<file path="config.mk">
export PLATFORM = sky130hd
export DESIGN_NAME = muldiv_unit
export DESIGN_NICKNAME = d
export VERILOG_FILES = /design/src/rtl/muldiv_pkg.sv /design/src/rtl/muldiv_unit.sv
export SDC_FILE = /design/constraint.sdc
export NUM_CORES = 1
export LEC_CHECK = 0
export ABC_AREA = 1
export CORE_MARGIN = 2
export CORE_UTILIZATION = 35
export CTS_BUF_LIST = sky130_fd_sc_hd__clkbuf_16
export DETAILED_ROUTE_END_ITERATION = 10
export PLACE_DENSITY = 0.54
export REMOVE_ABC_BUFFERS = 1
export SETUP_SLACK_MARGIN = 0.15
export SLEW_MARGIN = 40
export SYNTH_ARGS = -nofsm -noshare
export SYNTH_HDL_FRONTEND = slang
export SYNTH_SLANG_ARGS = --single-unit
export TNS_END_PERCENT = 30
</file>
<file path="constraint.sdc">
create_clock -name clk -period 7.3 [get_ports clk]
set_input_delay 1.46 -clock clk [delete_from_list [all_inputs] [get_ports clk]]
set_output_delay 1.46 -clock clk [all_outputs]
set_load 0.1 [all_outputs]
</file>
<file path="src/rtl/muldiv_pkg.sv">
// Shared types and helpers for the iterative RV32M multiply/divide unit.
package muldiv_pkg;

  localparam int XLEN   = 32;
  localparam int ITER_W = $clog2(XLEN);

  typedef enum logic [2:0] {
    F3_MUL    = 3'b000,
    F3_MULH   = 3'b001,
    F3_MULHSU = 3'b010,
    F3_MULHU  = 3'b011,
    F3_DIV    = 3'b100,
    F3_DIVU   = 3'b101,
    F3_REM    = 3'b110,
    F3_REMU   = 3'b111
  } funct3_e;

  typedef enum logic [1:0] {
    IDLE = 2'b00,
    CALC = 2'b01,
    DONE = 2'b10
  } state_e;

  // Two's-complement negate at double-word width; narrower users truncate.
  function automatic logic [2*XLEN-1:0] twos_neg(input logic [2*XLEN-1:0] v);
    return ~v + 1'b1;
  endfunction

endpackage

</file>
<file path="src/rtl/muldiv_unit.sv">
// Iterative RV32M multiply/divide: shift-add multiply and restoring divide on
// magnitudes, one radix-2 step per cycle through a single shared adder.
module muldiv_unit
  import muldiv_pkg::*;
#(
  parameter int DATA_WIDTH    = 32,
  parameter int OPCODE_LENGTH = 3
) (
  input  logic                     clk,
  input  logic                     reset,
  input  logic                     Start,
  input  logic                     Flush,
  input  logic [OPCODE_LENGTH-1:0] Funct3,
  input  logic [DATA_WIDTH-1:0]    SrcA,
  input  logic [DATA_WIDTH-1:0]    SrcB,
  output logic                     Busy,
  output logic                     Done,
  output logic [DATA_WIDTH-1:0]    Result
);

  localparam int CNT_W = (DATA_WIDTH == XLEN) ? ITER_W : $clog2(DATA_WIDTH);
  localparam int PW    = 2 * XLEN;

  state_e                state, state_nx;
  funct3_e               op_q, op_in;
  logic [DATA_WIDTH-1:0] hi_q, lo_q, b_q;
  logic [CNT_W-1:0]      cnt_q;
  logic                  neg_q, neg_a_q;

  logic                  a_sgn, b_sgn, a_neg, b_neg;
  logic [DATA_WIDTH-1:0] mag_a, mag_b;
  logic                  div_zero, div_ovf, special, accept, last_iter;
  logic [DATA_WIDTH-1:0] special_res;

  logic [DATA_WIDTH:0]   add_x, add_y, add_sum;
  logic                  add_cin, borrow;
  logic [DATA_WIDTH-1:0] hi_it, lo_it;
  logic [PW-1:0]         prod_neg_full;
  logic [2*DATA_WIDTH-1:0] prod_fix;
  logic [DATA_WIDTH-1:0] quot_fix, rem_fix, res_calc;

  // Operand decode at the accepting edge
  always_comb begin
    op_in    = funct3_e'(Funct3);
    a_sgn    = (op_in == F3_MULH) || (op_in == F3_MULHSU) ||
               (op_in == F3_DIV)  || (op_in == F3_REM);
    b_sgn    = (op_in == F3_MULH) || (op_in == F3_DIV) || (op_in == F3_REM);
    a_neg    = a_sgn && SrcA[DATA_WIDTH-1];
    b_neg    = b_sgn && SrcB[DATA_WIDTH-1];
    mag_a    = a_neg ? (~SrcA + 1'b1) : SrcA;
    mag_b    = b_neg ? (~SrcB + 1'b1) : SrcB;
    div_zero = op_in[2] && (SrcB == '0);
    div_ovf  = ((op_in == F3_DIV) || (op_in == F3_REM)) &&
               (SrcA == {1'b1, {(DATA_WIDTH-1){1'b0}}}) && (SrcB == '1);
    special  = div_zero || div_ovf;
    if (div_zero) special_res = op_in[1] ? SrcA : '1;
    else          special_res = op_in[1] ? '0 : SrcA;
    accept    = Start && !Flush && ((state == IDLE) || (state == DONE));
    last_iter = (cnt_q == CNT_W'(DATA_WIDTH - 1));
  end

  // Shared adder: accumulate for multiply, trial-subtract for divide
  always_comb begin
    if (op_q[2]) begin
      add_x   = {hi_q, lo_q[DATA_WIDTH-1]};
      add_y   = ~{1'b0, b_q};
      add_cin = 1'b1;
    end else begin
      add_x   = {1'b0, hi_q};
      add_y   = lo_q[0] ? {1'b0, b_q} : '0;
      add_cin = 1'b0;
    end
    add_sum = add_x + add_y + {{DATA_WIDTH{1'b0}}, add_cin};
    borrow  = add_sum[DATA_WIDTH];
    if (op_q[2]) begin
      hi_it = borrow ? add_x[DATA_WIDTH-1:0] : add_sum[DATA_WIDTH-1:0];
      lo_it = {lo_q[DATA_WIDTH-2:0], ~borrow};
    end else begin
      hi_it = add_sum[DATA_WIDTH:1];
      lo_it = {add_sum[0], lo_q[DATA_WIDTH-1:1]};
    end
  end

  // Sign correction applied to the final iteration's outputs
  always_comb begin
    prod_neg_full = twos_neg(PW'({hi_it, lo_it}));
    prod_fix      = neg_q ? prod_neg_full[2*DATA_WIDTH-1:0] : {hi_it, lo_it};
    quot_fix      = neg_q ? (~lo_it + 1'b1) : lo_it;
    rem_fix       = neg_a_q ? (~hi_it + 1'b1) : hi_it;
    case (op_q)
      F3_MUL:                       res_calc = prod_fix[DATA_WIDTH-1:0];
      F3_MULH, F3_MULHSU, F3_MULHU: res_calc = prod_fix[2*DATA_WIDTH-1:DATA_WIDTH];
      F3_DIV, F3_DIVU:              res_calc = quot_fix;
      default:                      res_calc = rem_fix;
    endcase
  end

  always_ff @(posedge clk or posedge reset) begin
    if (reset) state <= IDLE;
    else       state <= state_nx;
  end

  always_comb begin
    state_nx = state;
    case (state)
      IDLE, DONE: begin
        if (accept)              state_nx = special ? DONE : CALC;
        else if (state == DONE)  state_nx = IDLE;
      end
      CALC:    if (last_iter) state_nx = DONE;
      default: state_nx = IDLE;
    endcase
    if (Flush) state_nx = IDLE;
  end

  always_ff @(posedge clk or posedge reset) begin
    if (reset) begin
      op_q    <= F3_MUL;
      hi_q    <= '0;
      lo_q    <= '0;
      b_q     <= '0;
      cnt_q   <= '0;
      neg_q   <= 1'b0;
      neg_a_q <= 1'b0;
      Result  <= '0;
    end else if (accept) begin
      op_q    <= op_in;
      hi_q    <= '0;
      lo_q    <= mag_a;
      b_q     <= mag_b;
      cnt_q   <= '0;
      neg_q   <= a_neg ^ b_neg;
      neg_a_q <= a_neg;
      if (special) Result <= special_res;
    end else if ((state == CALC) && !Flush) begin
      hi_q  <= hi_it;
      lo_q  <= lo_it;
      cnt_q <= cnt_q + 1'b1;
      if (last_iter) Result <= res_calc;
    end
  end

  assign Busy = (state == CALC);
  assign Done = (state == DONE);

endmodule

</file>
### Yosys cells after proc, flatten, opt, wreduce, memory -nomap -nowiden

Cells that the tools add are included.
Widths: inputs -> output; s select.

* bits in registers: 140
* word-level logic and storage cells: 101
* bits of input ports: 71

* equality and inequality tests: 17
* bitwise logic cells: 8
* add/subtract/negate cells: 8
* reduce and logical (&&, ||, !) cells: 27
* mux-type cells: 32

Operators with widths (number)
* $mux 32: 19
* $add 32x1->32 const B: 4
* $not 32->32: 4
* $pmux 32 s3: 1
* $mux 33: 2
* $add 64x1->64 const B: 1
* $eq 32x32->1 const B: 2
* $mux 64: 1
* $not 64->64: 1
* $add 33x1->33: 1
* $add 33x33->33: 1
* $not 32->33: 1
* $logic_not 32->1: 1
* $eq 3x3->1 const B: 4
* $mux 2: 5
* $mux 5: 2
* $eq 3x2->1 const B: 3
* $logic_and 1x1->1: 8
* $logic_or 1x1->1: 8
* $eq 3x1->1 const B: 2
* $add 5x1->5 const B: 1
* $eq 5x5->1 const B: 1
* $ne 4x4->1 const B: 1
* $pmux 2 s2: 1
* other kinds (15): 17

### Logic depth before layout (Yosys ltp)

Gate-level depths: netlist of run 1.

* depth after elaboration: 13
* gate-level depth with buffers: 43
* gate-level depth less buffers: 38

### Worst setup path before layout of run 1

Ideal clock, no wire load.

* path type: register to register
* start point: register op_q[2]
* end point: register Result[26]
* setup time: 123 ps
* period minus slack after synthesis: 5660 ps
* path buffers: 5
* cell stages (with the launch flop): 43
* data arrival time: 5537 ps
* path slack: 1640 ps
* cells stage by stage: dfrtp_1 > buf_4 > inv_2 > clkbuf_1 > buf_1 > clkbuf_1 > clkbuf_1 > nand3_1 > o21ai_0 > inv_1 > fa_1 > fa_1 > inv_1 > nand2_1 > nand2_1 > nand3_1 > nand2_2 > nand2_1 > [... 7 more ...] > ha_1 > nand3_1 > nor2_2 > nand4_1 > nor2_1 > nand4_1 > nor2_1 > nand4_1 > nor2_2 > nand3_2 > o21ai_1 > nand2_1 > nand2_1 > nand2_1 > nand2_1 > nand2_1 > nand2_1 > a21oi_1

* longest elaborated chain between the ends: 12
* elaborated cells between the ends (all ways): 30
* those cells by class: add/sub (5); eq/ne (5); mux (13); bitwise (4); reduce/logical (3)

RTL lines
* from (decl): line muldiv_unit.sv:25 `funct3_e op_q, op_in;`
* from (signal assigned): line muldiv_unit.sv:127 `op_q <= op_in;`
* $mux 33: line muldiv_unit.sv:64 `if (op_q[2]) begin`
* $add 33x33->33: line muldiv_unit.sv:73 `add_sum = add_x + add_y + {{DATA_WIDTH{1'b0}}, add_cin};`
* $add 33x1->33: line muldiv_unit.sv:73
* $mux 32 / $not 1->1 (equally long branches): line muldiv_unit.sv:76, muldiv_unit.sv:77
* $mux 32: line muldiv_unit.sv:75 `if (op_q[2]) begin`
* $not 64->64 (tied with other cells): line muldiv_pkg.sv:26 `return ~v + 1'b1;`
* $add 64x1->64 (tied with other cells): line muldiv_pkg.sv:26
* $mux 64 (tied with other cells): line muldiv_unit.sv:87 `prod_fix = neg_q ? prod_neg_full[2*DATA_WIDTH-1:0] : {hi_it, lo_it};`
* $pmux 32 s3 *: line muldiv_unit.sv:90 `case (op_q)`
* $mux 32 *: line muldiv_unit.sv:139 `if (last_iter) Result <= res_calc;`
* $mux 32 *: line muldiv_unit.sv:135 `end else if ((state == CALC) && !Flush) begin`
* $mux 32 *: line muldiv_unit.sv:126 `end else if (accept) begin`
* to (signal assigned): line muldiv_unit.sv:134 `if (special) Result <= special_res;`
* to (signal assigned): line muldiv_unit.sv:139
* to (decl): line muldiv_unit.sv:18 `output logic [DATA_WIDTH-1:0] Result`

Mark *: on every way between the ends. The rest lies on a longest branch, timed or not. The select of a mux whose other input is x is not followed.
A chain may end at the register's enable or synchronous reset.

### Worst setup path after layout of run 1

* start point: register op_q[2]
* end point: register Result[4]

The elaborated chain is that of the path after synthesis.

==> impl_results.md, run 1 <==
* Post-DP HPWL at 48.2 mm
* Worst reg2reg path depth at 31
* Drt via density at between 5 and 6
* Clk sinks at 140
* Yosys warning count at 0
* Worst Path Buf+Inv at 5
* Ratio of cells with drive above 1 in the final layout at 0.0826
* Latest clock arrival within the worst-skew pair at 0.48 ns
* Die area at ~0.046 mm2
* Initial antenna violation count at 2
* Routability cong. at about 1
* R2r endpoint: Result[4]
* Most instantiated cells after synthesis: 702 x nand2_1, 289 x o21ai_0, 286 x nor2_1
* Final setup violating endpoints at 0
* CP Capture Type: flip-flop
* Reg2Reg Launch Point: op_q[2]
* Routed WL per cell at roughly 19 um
* Largest net degree at the start of global routing at 90
* Vias in the first global route at approximately 16000
* FF-to-FF setup slack at 0.98 ns
* Worst Hold Class: reg2reg
* Die width at about 210 um
* Actual slew at the worst max-slew pin at around 0.87 ns
* Final setup skew at 0.0195 ns
* Setup_tns at 0 ns
* Final worst path period share at 0.866
* Ranking of synthesized cells by area: dfrtp_1 23%, nand2_1 17%, o21ai_0 9.4%
* CTS Hold Bufs at 0
* Leading area contributor after synthesis: dfrtp_1
* Leak pwr at ~8.5 nW
* Syn Area/Cell at ~5.9 um2
* Post-CTS setup buffer count at 0
* CP peak stage delay at 0.51 ns
* Residual DRC count at 0
* Die Y at around 210 um
* Crit start category: flip-flop
* Hold_sp: cnt_q[3]
* Critical path class: reg2reg
* FILL cells at between 4000 and 5000
* Mapped Cells at approximately 2600
* Slowest stage cell, crit path: dfrtp_4
* Post-cts resize count at 0
* IO Count at 105
* Max-Cap Viols at 0
* Non-Filler Cell Area, Final at around 0.017 mm2
* Fmax achieved at roughly 160 MHz
* Drt first pass iters at 6
* Post-Place Cells at roughly 3200
* Root Buffer Master: clkbuf_16
* CP arrival at between 6 and 7 ns
* PortBufs at 104
* Min Tclk post-route at around 6.3 ns
* Post-placement cell area at around 0.017 mm2
* Reg clk slew, reported paths at 0.07 ns
* H-tree depth at 4
* Rows at 76
* Via Count at 17700
* Total GRT Usage at 0.279
* Post-Layout Cell Count at around 3200
* Layout area overhead at 12.3%
* Delay-heaviest family, CP: simple AND/OR/NAND/NOR gates
* RSZ-0062 raised after global routing: false
* Post-synthesis cell area at between 0.015 and 0.02 mm2
* Clock Path Buffers at 2
* Sequential cell area fraction in the yosys report at 0.228
* ANT cells at 0
* Worst Hold Path EP: cnt_q[3]
* CP Max Fanout at slightly above 40
* Initial Util at 0.356
* CTS tree: yes
* Main flop type after synthesis: dfrtp_1
* Worst Hold Slack at 0.463 ns
* Final Max Tran Viols at 0
* VDD IR-drop max at approximately 290 uV
* Post-synth top area share at 0.228
* Most used cell, CP: nand2_1
* Detailed Route Iter0 Violations at roughly 1800
* Power per cell area at between 400 and 500 mW/mm2
* Core Util, Final at 0.400
* Core box area at 0.0433 mm2
* Antenna viol nets, final at 0
* Outcome: finished, final reports clean
* Hold depth at 1
* Final hold vios at 0
* Yosys reg bits at 140
* Final wirelength at 62.5 mm
* Relative max-transition margin at 0.412
* Synth cell types at 52
* CP required at 7.64 ns
* Count leader, synth: nand2_1
* Global route total overflow at 0
* Final net count at around 2800
* CTS buffer count at 17
* EDFF count, synth at 0
* Multi-input logic area at 0.0103 mm2
* Ys async rst share at 1.00
* Seq. cell area at between 0.003 and 0.004 mm2
* Wire length of the first global-routing pass at 96.7 mm
## registers in the layout, indices dropped and copies added (netlist names)
| register | cells |
|---|---|
| neg_q | 1 |
| lo_q | 32 |
| neg_a_q | 1 |
| cnt_q | 5 |
| op_q | 3 |
| hi_q | 32 |
| state | 2 |
| Result | 32 |
| b_q | 32 |
## final cells by class
type | count | share of cell area
inverter | 291 | 0.0638
clock inverter | 15 | 0.00745
timing repair buffer | 126 | 0.0612
clock buffer | 17 | 0.0246
tap | 585 | 0.0423
sequential | 140 | 0.203
multi-input combinational | 2063 | 0.598
## worst register-to-register path, delay by kind of cell, from the launching register on
family	cells	cell delay, ns
AOI/OAI and AO/OA	6	1.35
xor gates and xnor gates	1	0.18
adders and majority gates	2	0.56
buffers and inverters	5	1.07
DFF	1	0.51
and+or+nand+nor	17	2.52
## cells in the final DEF, fill, tap and decap left out, types with 13 or more instances in the layout
cell type / n
buf_4: 18
clkbuf_16: 17
nand3_1: 224
o22ai_1: 34
clkdlybuf4s50_1: 69
a21oi_1: 155
nor2_2: 31
inv_1: 277
nand3_2: 15
o21ai_1: 20
nand2_2: 27
o21ai_0: 289
buf_2: 35
a31oi_1: 18
nor2_4: 13
nand4_1: 20
nand2_1: 700
dfrtp_1: 137
ha_1: 39
xor2_1: 69
nor2_1: 284
nor3_1: 20
## where the power goes
| part | switching, mW | leakage, nW | internal, mW |
|---|---|---|---|
| clock | 0.401 | 0.260 | 0.465 |
| sequential | 0.215 | 1.72 | 1.05 |
| combinational | 4.31 | 6.48 | 1.49 |
## per-stage QoR
stage,setup slack (ns),power (mW)
after floorplan,-0.912,5.32
after global placement,1.16,7.07
after detailed placement,1.02,6.98
after CTS,0.982,7.88
after global routing,0.394,8.58
final,0.979,7.93
## logic make-up after synthesis
family,after synthesis,synth area share
xor gates and xnor gates,81,0.0461
AOI/OAI and AO/OA,559,0.195
adders and majority gates,41,0.0343
and+or+nand+nor,1382,0.394
DFF,140,0.228
buffers and inverters,402,0.103
## worst max path at each step
stage	slack [ns]	to	cells after the start	startpoint
3_3_place_gp	1.16	Result[4]	31	op_q[2]
5_1_grt	0.39	Result[4]	31	op_q[2]
6_report	0.98	Result[4]	31	op_q[2]
4_1_cts	0.98	Result[4]	31	op_q[2]
3_5_place_dp	1.02	Result[4]	31	op_q[2]
2_1_floorplan	-0.91	Result[14]	35	op_q[2]
## per-layer routing
metal  vias up  share of wire  global-route usage
met4         2          0.022              0.0826
met3        85          0.075              0.0477
met2       682           0.43               0.418
met1      8294           0.48               0.409
li1       8599              -                   -
met5         -        0.00011                   0
Power figures use the tool's default switching activity.
==> run 2, diff against run 1 <==
==> constraint.sdc (replaced) <==
create_clock -name clk -period 5.9 [get_ports clk]
set_input_delay 1.18 -clock clk [delete_from_list [all_inputs] [get_ports clk]]
set_output_delay 1.18 -clock clk [all_outputs]
set_load 0.1 [all_outputs]
==> run 2 against run 1 <==
  * Via count down 2.0%
  * Fmax is 16% higher
  * Clock-buffer cell count unchanged
  * Largest cell class unchanged
  * Largest power group unchanged
==> impl_results.md, run 2 (synthesis gave the netlist of run 1 again) <==
* Outcome: finished, final reports clean
* Antenna viol nets, final at 0 (unchanged)
* CP arrival at 5.83 ns (-0.83 ns)
* Global route total overflow at 0 (unchanged)
* Wire length of the first global-routing pass at 95.7 mm (-1.0%)
* Power per cell area at 571 mW/mm2 (+24%)
* Leak pwr at 8.61 nW (+1.8%)
* Latest clock arrival within the worst-skew pair at 0.51 ns (+0.03 ns)
* Final hold vios at 0 (unchanged)
* WL met2 at 26.7 mm (+0.15%)
* CP Capture Type: flip-flop
* Metal-1 WL at 29.8 mm (-0.12%)
* CP Max Fanout at 59 (+44%)
* Relative max-transition margin at 0.362 (-0.0499)
* CTS Hold Bufs at 0 (unchanged)
* Rows at 76 (unchanged)
* CP peak stage delay at 0.68 ns (+0.17 ns)
* Critical path class: reg2reg
* Final Max Tran Viols at 0 (unchanged)
* Final setup violating endpoints at 0 (unchanged)
* RSZ-0062 raised after global routing: true
* Crit start category: flip-flop
* Core box area at 0.0433 mm2 (unchanged)
* IO Count at 105 (unchanged)
* Root Buffer Master: clkbuf_16
* Top Layer Used: met4
* Residual DRC count at 0 (unchanged)
* CP required at 6.27 ns (-1.37 ns)
* Max-Cap Viols at 0 (unchanged)
* Via Count at 17300 (-2.0%)
* Final net count at 2770 (+0.69%)
* Slowest stage cell, crit path: o21ai_0
* Met3 WL at 4.40 mm (-5.8%)
* Worst Hold Class: reg2reg
* Dpl ws at 0.0969 ns (-0.920 ns)
* Worst Path Buf+Inv at 5 (unchanged)
* Initial Util at 0.356 (unchanged)
* Drt first pass iters at 6 (unchanged)
* VDD IR-drop max at 308 uV (+8.0%)
* Hold depth at 1 (unchanged)
* R2r endpoint: Result[4]
* Setup_tns at 0 ns (unchanged)
* Actual slew at the worst max-slew pin at 0.956 ns (+0.0830 ns)
* Total GRT Usage at 0.279 (-0.000458)
* Fmax achieved at 183 MHz (+16%)
* Initial antenna violation count at 0 (-2)
* CTS buffer count at 17 (unchanged)
* Reg clk slew, reported paths at 0.08 ns (about the same)
* Final wirelength at 62.4 mm (-0.26%)
* Reg2Reg Launch Point: op_q[2]
* Largest net degree at the start of global routing at 76 (-16%)
* Post-DP HPWL at 48.6 mm (+0.89%)
* PortBufs at 104 (unchanged)
* FILL cells at 4800 (+0.52%)
* H-tree depth at 4 (unchanged)
* Core Util, Final at 0.407 (+0.00717)
* Most used cell, CP: nand2_1
* Min Tclk post-route at 5.46 ns (-0.860 ns)
* Detailed Route Iter0 Violations at 1595 (-9.6%)
* Ratio of cells with drive above 1 in the final layout at 0.0921 (+0.00952)
* Routability cong. at 0.981 (-0.28%)
* Die width at 214 um (unchanged)
* Die Y at 214 um (unchanged)
* Delay-heaviest family, CP: simple AND/OR/NAND/NOR gates
* Clock Path Buffers at 2 (unchanged)
* Worst Hold Path EP: cnt_q[3]
* Final worst slack at 0.438 ns (-0.540 ns)
* Worst reg2reg path depth at 30 (-3.2%)
* Vias in the first global route at 15900 (-1.7%)
* Drt via density at 5.32 (-2.6%)
* Layout area overhead at 14.3%
* Routed WL per cell at 19.2 um (-0.85%)
* Final setup skew at 0.0180 ns (-0.00156 ns)
* Commonest non-fill, non-tap cell in the layout: nand2_1
* Die area at 0.0457 mm2 (unchanged)
* Final worst path period share at 0.926 (+0.0598)
* Hold_sp: cnt_q[3]
* Final Power at 10.0 mW (+27%)
* CTS tree: yes
* FF-to-FF setup slack at 0.44 ns (-0.54 ns)
* Clk sinks at 140 (unchanged)
* Most frequent cells in the layout: 700 x nand2_1, 288 x o21ai_0, 281 x nor2_1, 277 x inv_1, 223 x nand3_1
* ANT cells at 0 (unchanged)
==> run 2: cell types whose count changed in the layout (fill, tap and decap cells not counted), moves of 2 or more <==
cell        change
fa_1            -2
inv_6           +6
clkinv_4        -2
nor2_4          +3
buf_6           -2
bufinv_16       +2
clkinvlp_4      -3
nor2_1          -3
fa_2            +2
buf_4          +16
buf_12          +5
==> run 2: how the worst max path moves through the flow <==
stage / startpoint / end / slack (ns) / depth (start not counted)
floorplan: op_q[2] / Result[14] / -2.31 / 35
finish: op_q[2] / Result[4] / 0.44 / 30
global placement: op_q[2] / Result[4] / 0.09 / 36
global route: op_q[2] / Result[28] / 0.13 / 36
detailed placement: op_q[2] / Result[4] / 0.1 / 36
CTS: op_q[2] / Result[4] / 0.19 / 36
==> run 2: layout make-up <==
class                   instances  area, um2  area share
repair buffers                145       1270      0.0721
clock buffers                  17        425      0.0242
flip-flops and latches        140       3510       0.199
inverters                     291       1100      0.0623
clock inverters                15        184      0.0105
well taps                     585        732      0.0416
multi-input cells            2063      10400       0.590
==> run 2: what timing repair did <==
| item | 4_1_cts | 5_1_grt |
|---|---|---|
| resized for setup | 1 | 16 |
| pin swaps | 0 | 4 |
| setup buffers | 0 | 2 |
| endpoints found under the setup margin | 1 | 15 |
==> run 2: stage by stage <==
stage                     cell area [um2]  instances  hold slack (ns)
after floorplan                     14900       2494            0.437
after global placement              17100       3221            0.452
after detailed placement            16900       3222            0.462
after CTS                           17500       3254            0.472
after global routing                17600       3256            0.494
final                               17600       3256            0.473
==> run 2: where the power goes <==
| group | switching (mW) | total (mW) | internal [mW] | leakage [nW] |
|---|---|---|---|---|
| sequential | 0.260 | 1.56 | 1.30 | 1.72 |
| clock | 0.516 | 1.18 | 0.668 | 0.293 |
| combinational | 5.37 | 7.31 | 1.94 | 6.60 |
| total | 6.14 | 10.0 | 3.90 | 8.61 |
==> run 2: metal layers <==
metal | global-route usage | vias up
met3 | 0.0598 | 77
li1 | - | 8622
met4 | 0.0893 | 0
met2 | 0.415 | 527
met5 | 0 | -
met1 | 0.399 | 8086
